### src/rtl/seq_divider_16bit_pkg.sv
// Shared definitions for the iterative 16-bit divider: FSM encoding and datapath width.
package seq_divider_16bit_pkg;

    localparam int unsigned DIV_WIDTH = 16;

    typedef enum logic [1:0] {
        DIV_IDLE = 2'd0,
        DIV_RUN  = 2'd1,
        DIV_DONE = 2'd2
    } div_state_e;

endpackage

### src/rtl/seq_divider_16bit_math_unit.sv
// 16-bit add/subtract unit with carry-out, signed overflow, negative and zero flags.
module seq_divider_16bit_math_unit
    import seq_divider_16bit_pkg::*;
(
    input  logic [DIV_WIDTH-1:0] a,
    input  logic [DIV_WIDTH-1:0] b,
    input  logic                 sub,
    output logic [DIV_WIDTH-1:0] sum,
    output logic                 cout,
    output logic                 overflow,
    output logic                 no,
    output logic                 zo
);

    logic [DIV_WIDTH-1:0] b_eff;

    // Subtraction is a + ~b + 1, so cout=1 means "no borrow".
    always_comb begin
        b_eff         = b ^ {DIV_WIDTH{sub}};
        {cout, sum}   = {1'b0, a} + {1'b0, b_eff} + {{DIV_WIDTH{1'b0}}, sub};
        overflow      = (a[DIV_WIDTH-1] == b_eff[DIV_WIDTH-1]) &&
                        (sum[DIV_WIDTH-1] != a[DIV_WIDTH-1]);
        no            = sum[DIV_WIDTH-1];
        zo            = (sum == '0);
    end

endmodule

### src/rtl/seq_divider_16bit.sv
// Iterative restoring divider: one trial subtraction per cycle, valid/ready on both sides.
module seq_divider_16bit
    import seq_divider_16bit_pkg::*;
#(
    parameter logic [DIV_WIDTH-1:0] DIV0_QUOTIENT = 16'hFFFF
) (
    input  logic                 clk,
    input  logic                 rst_n,
    input  logic                 req_valid,
    output logic                 req_ready,
    input  logic [DIV_WIDTH-1:0] dividend,
    input  logic [DIV_WIDTH-1:0] divisor,
    output logic                 rsp_valid,
    input  logic                 rsp_ready,
    output logic [DIV_WIDTH-1:0] quotient,
    output logic [DIV_WIDTH-1:0] remainder,
    output logic                 div_by_zero,
    output logic                 busy
);

    div_state_e           state_q, state_d;
    logic [DIV_WIDTH-1:0] q_q, q_d, d_q, d_d, r_q, r_d;
    logic [3:0]           cnt_q, cnt_d;
    logic                 fin_q, fin_d;
    logic [DIV_WIDTH-1:0] quo_q, quo_d, rem_q, rem_d;
    logic                 dbz_q, dbz_d;

    logic [DIV_WIDTH-1:0] shift_rem, diff;
    logic                 cout, ok;
    logic                 unused_overflow, unused_no, unused_zo;

    assign shift_rem = {r_q[DIV_WIDTH-2:0], q_q[DIV_WIDTH-1]};
    // A set R[15] means the shifted remainder is >= 2^16 > D, so the subtract always fits.
    assign ok        = r_q[DIV_WIDTH-1] | cout;

    seq_divider_16bit_math_unit u_math_unit (
        .a        (shift_rem),
        .b        (d_q),
        .sub      (1'b1),
        .sum      (diff),
        .cout     (cout),
        .overflow (unused_overflow),
        .no       (unused_no),
        .zo       (unused_zo)
    );

    always_comb begin
        state_d = state_q;
        q_d     = q_q;
        d_d     = d_q;
        r_d     = r_q;
        cnt_d   = cnt_q;
        fin_d   = fin_q;
        quo_d   = quo_q;
        rem_d   = rem_q;
        dbz_d   = dbz_q;
        unique case (state_q)
            DIV_IDLE: begin
                if (req_valid) begin
                    q_d   = dividend;
                    d_d   = divisor;
                    r_d   = '0;
                    fin_d = 1'b0;
                    if (divisor != '0) begin
                        state_d = DIV_RUN;
                        cnt_d   = 4'd15;
                    end else begin
                        state_d = DIV_DONE;
                        quo_d   = DIV0_QUOTIENT;
                        rem_d   = dividend;
                        dbz_d   = 1'b1;
                    end
                end
            end
            DIV_RUN: begin
                // Extra cycle after the 16th iteration publishes the result registers.
                if (fin_q) begin
                    state_d = DIV_DONE;
                    fin_d   = 1'b0;
                    quo_d   = q_q;
                    rem_d   = r_q;
                    dbz_d   = 1'b0;
                end else begin
                    r_d = ok ? diff : shift_rem;
                    q_d = {q_q[DIV_WIDTH-2:0], ok};
                    if (cnt_q == 4'd0) begin
                        fin_d = 1'b1;
                    end else begin
                        cnt_d = cnt_q - 4'd1;
                    end
                end
            end
            DIV_DONE: begin
                if (rsp_ready) state_d = DIV_IDLE;
            end
            default: state_d = DIV_IDLE;
        endcase
    end

    always_ff @(posedge clk or negedge rst_n) begin
        if (!rst_n) begin
            state_q <= DIV_IDLE;
            q_q     <= '0;
            d_q     <= '0;
            r_q     <= '0;
            cnt_q   <= '0;
            fin_q   <= 1'b0;
            quo_q   <= '0;
            rem_q   <= '0;
            dbz_q   <= 1'b0;
        end else begin
            state_q <= state_d;
            q_q     <= q_d;
            d_q     <= d_d;
            r_q     <= r_d;
            cnt_q   <= cnt_d;
            fin_q   <= fin_d;
            quo_q   <= quo_d;
            rem_q   <= rem_d;
            dbz_q   <= dbz_d;
        end
    end

    assign req_ready   = (state_q == DIV_IDLE);
    assign rsp_valid   = (state_q == DIV_DONE);
    assign busy        = (state_q == DIV_RUN);
    assign quotient    = quo_q;
    assign remainder   = rem_q;
    assign div_by_zero = dbz_q;

endmodule
### config.mk
export PLATFORM = sky130hd
export DESIGN_NAME = seq_divider_16bit
export DESIGN_NICKNAME = d
export VERILOG_FILES = /design/src/rtl/seq_divider_16bit_pkg.sv /design/src/rtl/seq_divider_16bit_math_unit.sv /design/src/rtl/seq_divider_16bit.sv
export SDC_FILE = /design/constraint.sdc
export NUM_CORES = 1
export LEC_CHECK = 0
export CELL_PAD_IN_SITES_DETAIL_PLACEMENT = 0
export CELL_PAD_IN_SITES_GLOBAL_PLACEMENT = 2
export CORE_ASPECT_RATIO = 1.1
export CORE_MARGIN = 2
export CORE_UTILIZATION = 33
export CTS_CLUSTER_DIAMETER = 30
export DETAILED_ROUTE_END_ITERATION = 10
export PLACE_DENSITY = 0.81
export SKIP_CTS_REPAIR_TIMING = 1
export SYNTH_ARGS = -nofsm -noshare
export SYNTH_HDL_FRONTEND = slang
export SYNTH_SLANG_ARGS = --single-unit
### constraint.sdc
create_clock -name clk -period 2.71 [get_ports clk]
set_input_delay 0.271 -clock clk [delete_from_list [all_inputs] [get_ports clk]]
set_output_delay 0.271 -clock clk [all_outputs]
set_load 0.02 [all_outputs]
Word level (Yosys, flattened, before mapping) --
Cells that the tools add are included.
Cells by class: add/subtract/negate cells 3, eq/ne operators 9, mux-type cells 33, bitwise gates (word level) 2, reductions and logical operators 10
Operators by type and width (number):
- $mux W16 | 11
- $pmux W16 S2 | 4
- $add A16 B16 Y17 | 1
- $add A17 B1 Y17 const B | 1
- $mux W4 | 4
- $not A16 Y16 | 1
- $reduce_bool A16 Y1 | 1
- $mux W2 | 4
- $ne A2 B2 Y1 const B | 4
- $pmux W4 S2 | 1
- $mux W1 | 6
- $ne A2 B1 Y1 const B | 3
- $pmux W2 S3 | 1
- $reduce_and A3 Y1 | 2
- $reduce_and A5 Y1 | 1
- $logic_not A4 Y1 | 1
- $pmux W1 S2 | 2
- $reduce_and A2 Y1 | 2
- $reduce_and A4 Y1 | 1
- $sub A4 B1 Y4 const B | 1
- $eq A2 B1 Y1 const B | 1
- $eq A2 B2 Y1 const B | 1
- $logic_not A2 Y1 | 1
- $reduce_bool A2 Y1 | 1
- $or A1 B1 Y1 | 1
Storage, ports and cells: flip-flop bits (word level) 88, input bits 36, output and inout bits 36

Depth between registers and ports, before layout --
Gate-level depths: netlist of the first run.
depth after elaboration 7, depth in mapped cells 11

Cells and area by module --
Synthesis of the first run repeated with hierarchy kept, for this count alone.
Unflattened totals: cells, all modules 521, area, all modules 5099.9 sq um
By module, submodules not included:
- seq_divider_16bit | times used 1, cells each 359, area each 3951.3 sq um, seq. area each 2202.1 sq um
- seq_divider_16bit_math_unit | times used 1, cells each 162, area each 1148.6 sq um, seq. area each 0.0 sq um

Worst setup path after synthesis of the first run --
Ideal clock, no wire load.
kind register to register, start point register q_q[15], end point register r_q[0], arrival 2.314 ns, path slack 0.272 ns, cell stages (with the launch flop) 12, buffers on the path 1, clock period less this slack 2.438 ns, path through dfrtp_1 -> inv_1 -> ha_1 -> inv_1 -> fa_1 -> a211oi_1 -> o21ai_2 -> a31oi_2 -> o21a_2 -> buf_6 -> nor3_2 -> a211o_1
Between the ends: longest elaborated chain between the ends 6
Ends and longest elaborated chain:
- from (decl) | RTL line seq_divider_16bit.sv:22 | logic [DIV_WIDTH-1:0] q_q, q_d, d_q, d_d, r_q, r_d;
- from (signal assigned) | RTL line seq_divider_16bit.sv:113 | q_q <= q_d;
- $add A16 B16 Y17 | RTL line seq_divider_16bit_math_unit.sv:20 | {cout, sum} = {1'b0, a} + {1'b0, b_eff} + {{DIV_WIDTH{1'b0}}, sub};
- $add A17 B1 Y17 | RTL line seq_divider_16bit_math_unit.sv:20
- $or A1 B1 Y1 | RTL line seq_divider_16bit.sv:34 | assign ok = r_q[DIV_WIDTH-1] | cout;
- $mux W16 (*) | RTL line seq_divider_16bit.sv:84 | r_d = ok ? diff : shift_rem;
- $mux W16 (*) | RTL line seq_divider_16bit.sv:77 | if (fin_q) begin
- $pmux W16 S2 (*) | RTL line seq_divider_16bit.sv:57 | unique case (state_q)
- to (signal assigned) | RTL line seq_divider_16bit.sv:115 | r_q <= r_d;
- to (decl) | RTL line seq_divider_16bit.sv:22
Mark *: on every way between the ends. The rest lies on a longest branch, timed or not. The select of a mux whose other input is x is not followed. A chain may end at the register's enable or synchronous reset.

Worst setup path after layout of the first run --
Same ends and word-level chain as after synthesis.

==> metrics, run 1 <==
nature of the critical path endpoint flip-flop; Tot GR Track Use about 18%; Max Cap Viol 0; Post-DP HPWL 9640 um; count leader, synth dfrtp_1; I/O pin cnt 72; layout cells sized above 1 7.07%; site row count 45; Synth top area share 47.0%; Static Leak 2.46 nW; # setup viols final 0; Ant. Diodes 0; synthesized area per cell 9.17 um2; Hold WS 490 ps; Post-DRT Antenna Nets 0; Finished Core Util between 40% and 50%; top cells by count, synth dfrtp_1 (88), a21oi_1 (67), nand2_1 (54); dominant cell type by area after synthesis dfrtp_1; first drt pass iteration count 6; RSZ-0062 raised after global routing no; Final min period 2490 ps; vias 3941; CTS tree done; Die Y 129 um; HP Class input port to asynchronous set/reset pin; fin nets 630; clock buffer depth 2; status complete, no violations; WP data required between 2000 and 3000 ps; drt wl/cell 16.8 um; CP Max Fanout 23; Port Buffer Count between 70 and 80; fmax roughly 400 MHz; EDFF count, synth 0; Design Area, Final ~5900 um2; chip width 118 um; first-iteration detailed-routing DRC count 208; synthesized net count 566; post-synthesis sequential area ratio about 47%; clock slew at the register clock pins of the worst setup and hold paths 60 ps; dominant synthesized flop cell dfrtp_1; via/cell ratio just over 5; largest net degree at the start of global routing 48; Skew-Pair Late Insertion Delay 340 ps; clock sinks slightly below 90; Max Clock Skew ~9.4 ps; mapped cell area ~4700 um2; Synth cell types 61; yosys warns 0; die area 15200 um2; PD cells 1540 nW/um2; Tightest Pin Transition 610 ps; Congestion Overflow GR 0; Final Hold Viols 0; area delta synth->final 26.8%; Gate Count Post-Synth 511; Tcrit/Tclk final between 90% and 100%; Synth Register Bits 88; crit start category flip-flop; Core Area approximately 14000 um2; dpl cell area 5620 um2; Initial Utilization about a third; number of global-route vias before repair a little under 4000; H-tree levels 3; cts bufs inserted 9; Async S/R FF share, synth 100%; initial antenna violation count 0; worst path arrival time 2720 ps; Worst Setup Path Type flip-flop to flip-flop; Setup TNS 0 ps; worst-case headroom to the max-slew limit around 59%; Residual DRC 0; first-pass GRT wire length 21200 um; top post-synthesis cells by area dfrtp_1 (47%), a21oi_1 (7.2%), ha_1 (4.8%); Slew Limit Fails 0; Routed WL 12900 um; root buffer cell clkbuf_16; worst IR drop on VDD between 0.6 and 0.7 mV; Placer Congestion 0.799
==> critical path, cell delays in order, from the launching register on <==
cell	delay [ps]
dfrtp_1	400
inv_1	80
ha_1	170
inv_1	50
fa_1	420
a211oi_2	280
o21ai_2	130
a31oi_2	180
o21a_2	170
buf_12	170
nor3_2	50
a211o_1	280
==> worst paths after layout <==
kind	from	to	slack, ps	cells past startpoint
worst max register to register	q_q[15]$_DFFE_PN0P_	r_q[0]$_DFFE_PN0P_	220	11
max in group asynchronous	rst_n	remainder[13]$_DFFE_PN0P_	1570	3
worst max-delay path	q_q[15]$_DFFE_PN0P_	r_q[0]$_DFFE_PN0P_	220	11
worst min register to register	quotient[7]$_DFFE_PN0P_	quotient[7]$_DFFE_PN0P_	490	1
worst min-delay path	rst_n	cnt_q[2]$_DFFE_PN0P_	490	2
min in group clk	quotient[7]$_DFFE_PN0P_	quotient[7]$_DFFE_PN0P_	490	1
==> metal layers <==
metal  up-vias  GRT usage [%]  wire, um
met5         -              0         0
met4         0           6.95       251
met3        18           2.73       376
met2        57           30.1      6460
met1      1909           23.2      5830
li1       1957              -         -
==> state kept, by name, indices dropped and copies added (netlist names) <==
| name | flops |
|---|---|
| cnt_q | 4 |
| d_q | 16 |
| div_by_zero | 1 |
| fin_q | 1 |
| q_q | 16 |
| quotient | 16 |
| r_q | 16 |
| remainder | 16 |
| state_q | 2 |
==> placed cells by master (no fill, tap or decap), drive strengths merged, types with 2 or more instances in the layout <==
cell           netlist  final
nor3                 5      5
clkdlybuf4s50        0     70
o22ai                6      6
nand3                6      6
and2                18     18
buf                 12     10
nor3b                2      2
a211oi               3      3
o31ai                3      3
nor4                 7      7
a211o                2      2
a21oi               69     69
a22oi                2      2
dfrtp               88     88
or3                  4      4
a21o                 7      7
a21boi               4      4
xor2                 3      3
nand4b               2      2
xnor2                6      6
a32oi                8      8
clkbuf              16     11
mux2i                6      6
nor2b                2      2
a31oi                4      4
o21a                 3      3
inv                 26     27
o21ai               53     53
and3                 2      2
nand2b               4      4
o22a                10     10
o211ai               4      4
nand2               54     54
nor2                36     36
o21bai               2      2
ha                  18     18
clkinvlp             0      2
==> logic make-up after synthesis <==
group	after synthesis	share of synthesized area (%)
AO/OA/AOI/OAI	190	25.2
XOR/XNOR	9	1.68
adder cells (fa/ha/maj)	19	5.23
buffers and inverters	54	4.75
flip-flops	88	47.0
multiplexers	7	1.52
AND/OR/NAND/NOR	144	14.7
==> layout make-up <==
type / count / area (um2)
clock buffers: 11 / 243
repair buffers: 81 / 823
clock inverters: 5 / 65.1
fillers: 1374 / 7900
multi-input cells: 369 / 2280
inverters: 26 / 97.6
flip-flops and latches: 88 / 2200
well taps: 188 / 235
==> stage by stage <==
step / setup slack [ps] / power, mW / instances
floorplan: 272 / 6.15 / 511
global placement: 138 / 7.80 / 751
detailed placement: 62.0 / 7.89 / 751
CTS: 26.4 / 9.20 / 767
global route: 15.7 / 9.97 / 768
finish: 219 / 9.13 / 768
==> report_power, final <==
part	switching, mW	internal [mW]	leakage (nW)
clock network	0.541	0.749	0.144
registers	0.538	1.98	1.05
logic	2.97	2.35	1.27
Note: power is estimated with default switching activity, not from simulation.
==> run 2, diff against run 1 <==
ABC_CLOCK_PERIOD_IN_PS = 2710   (was default)
==> results of run 2 <==
Final layout, timing and power as in run 1 (identical DEF).
==> run 3, diff against run 2 <==
SKIP_LAST_GASP = 1   (was default)
==> results of run 3 <==
Final layout, timing and power as in run 1 (identical DEF).
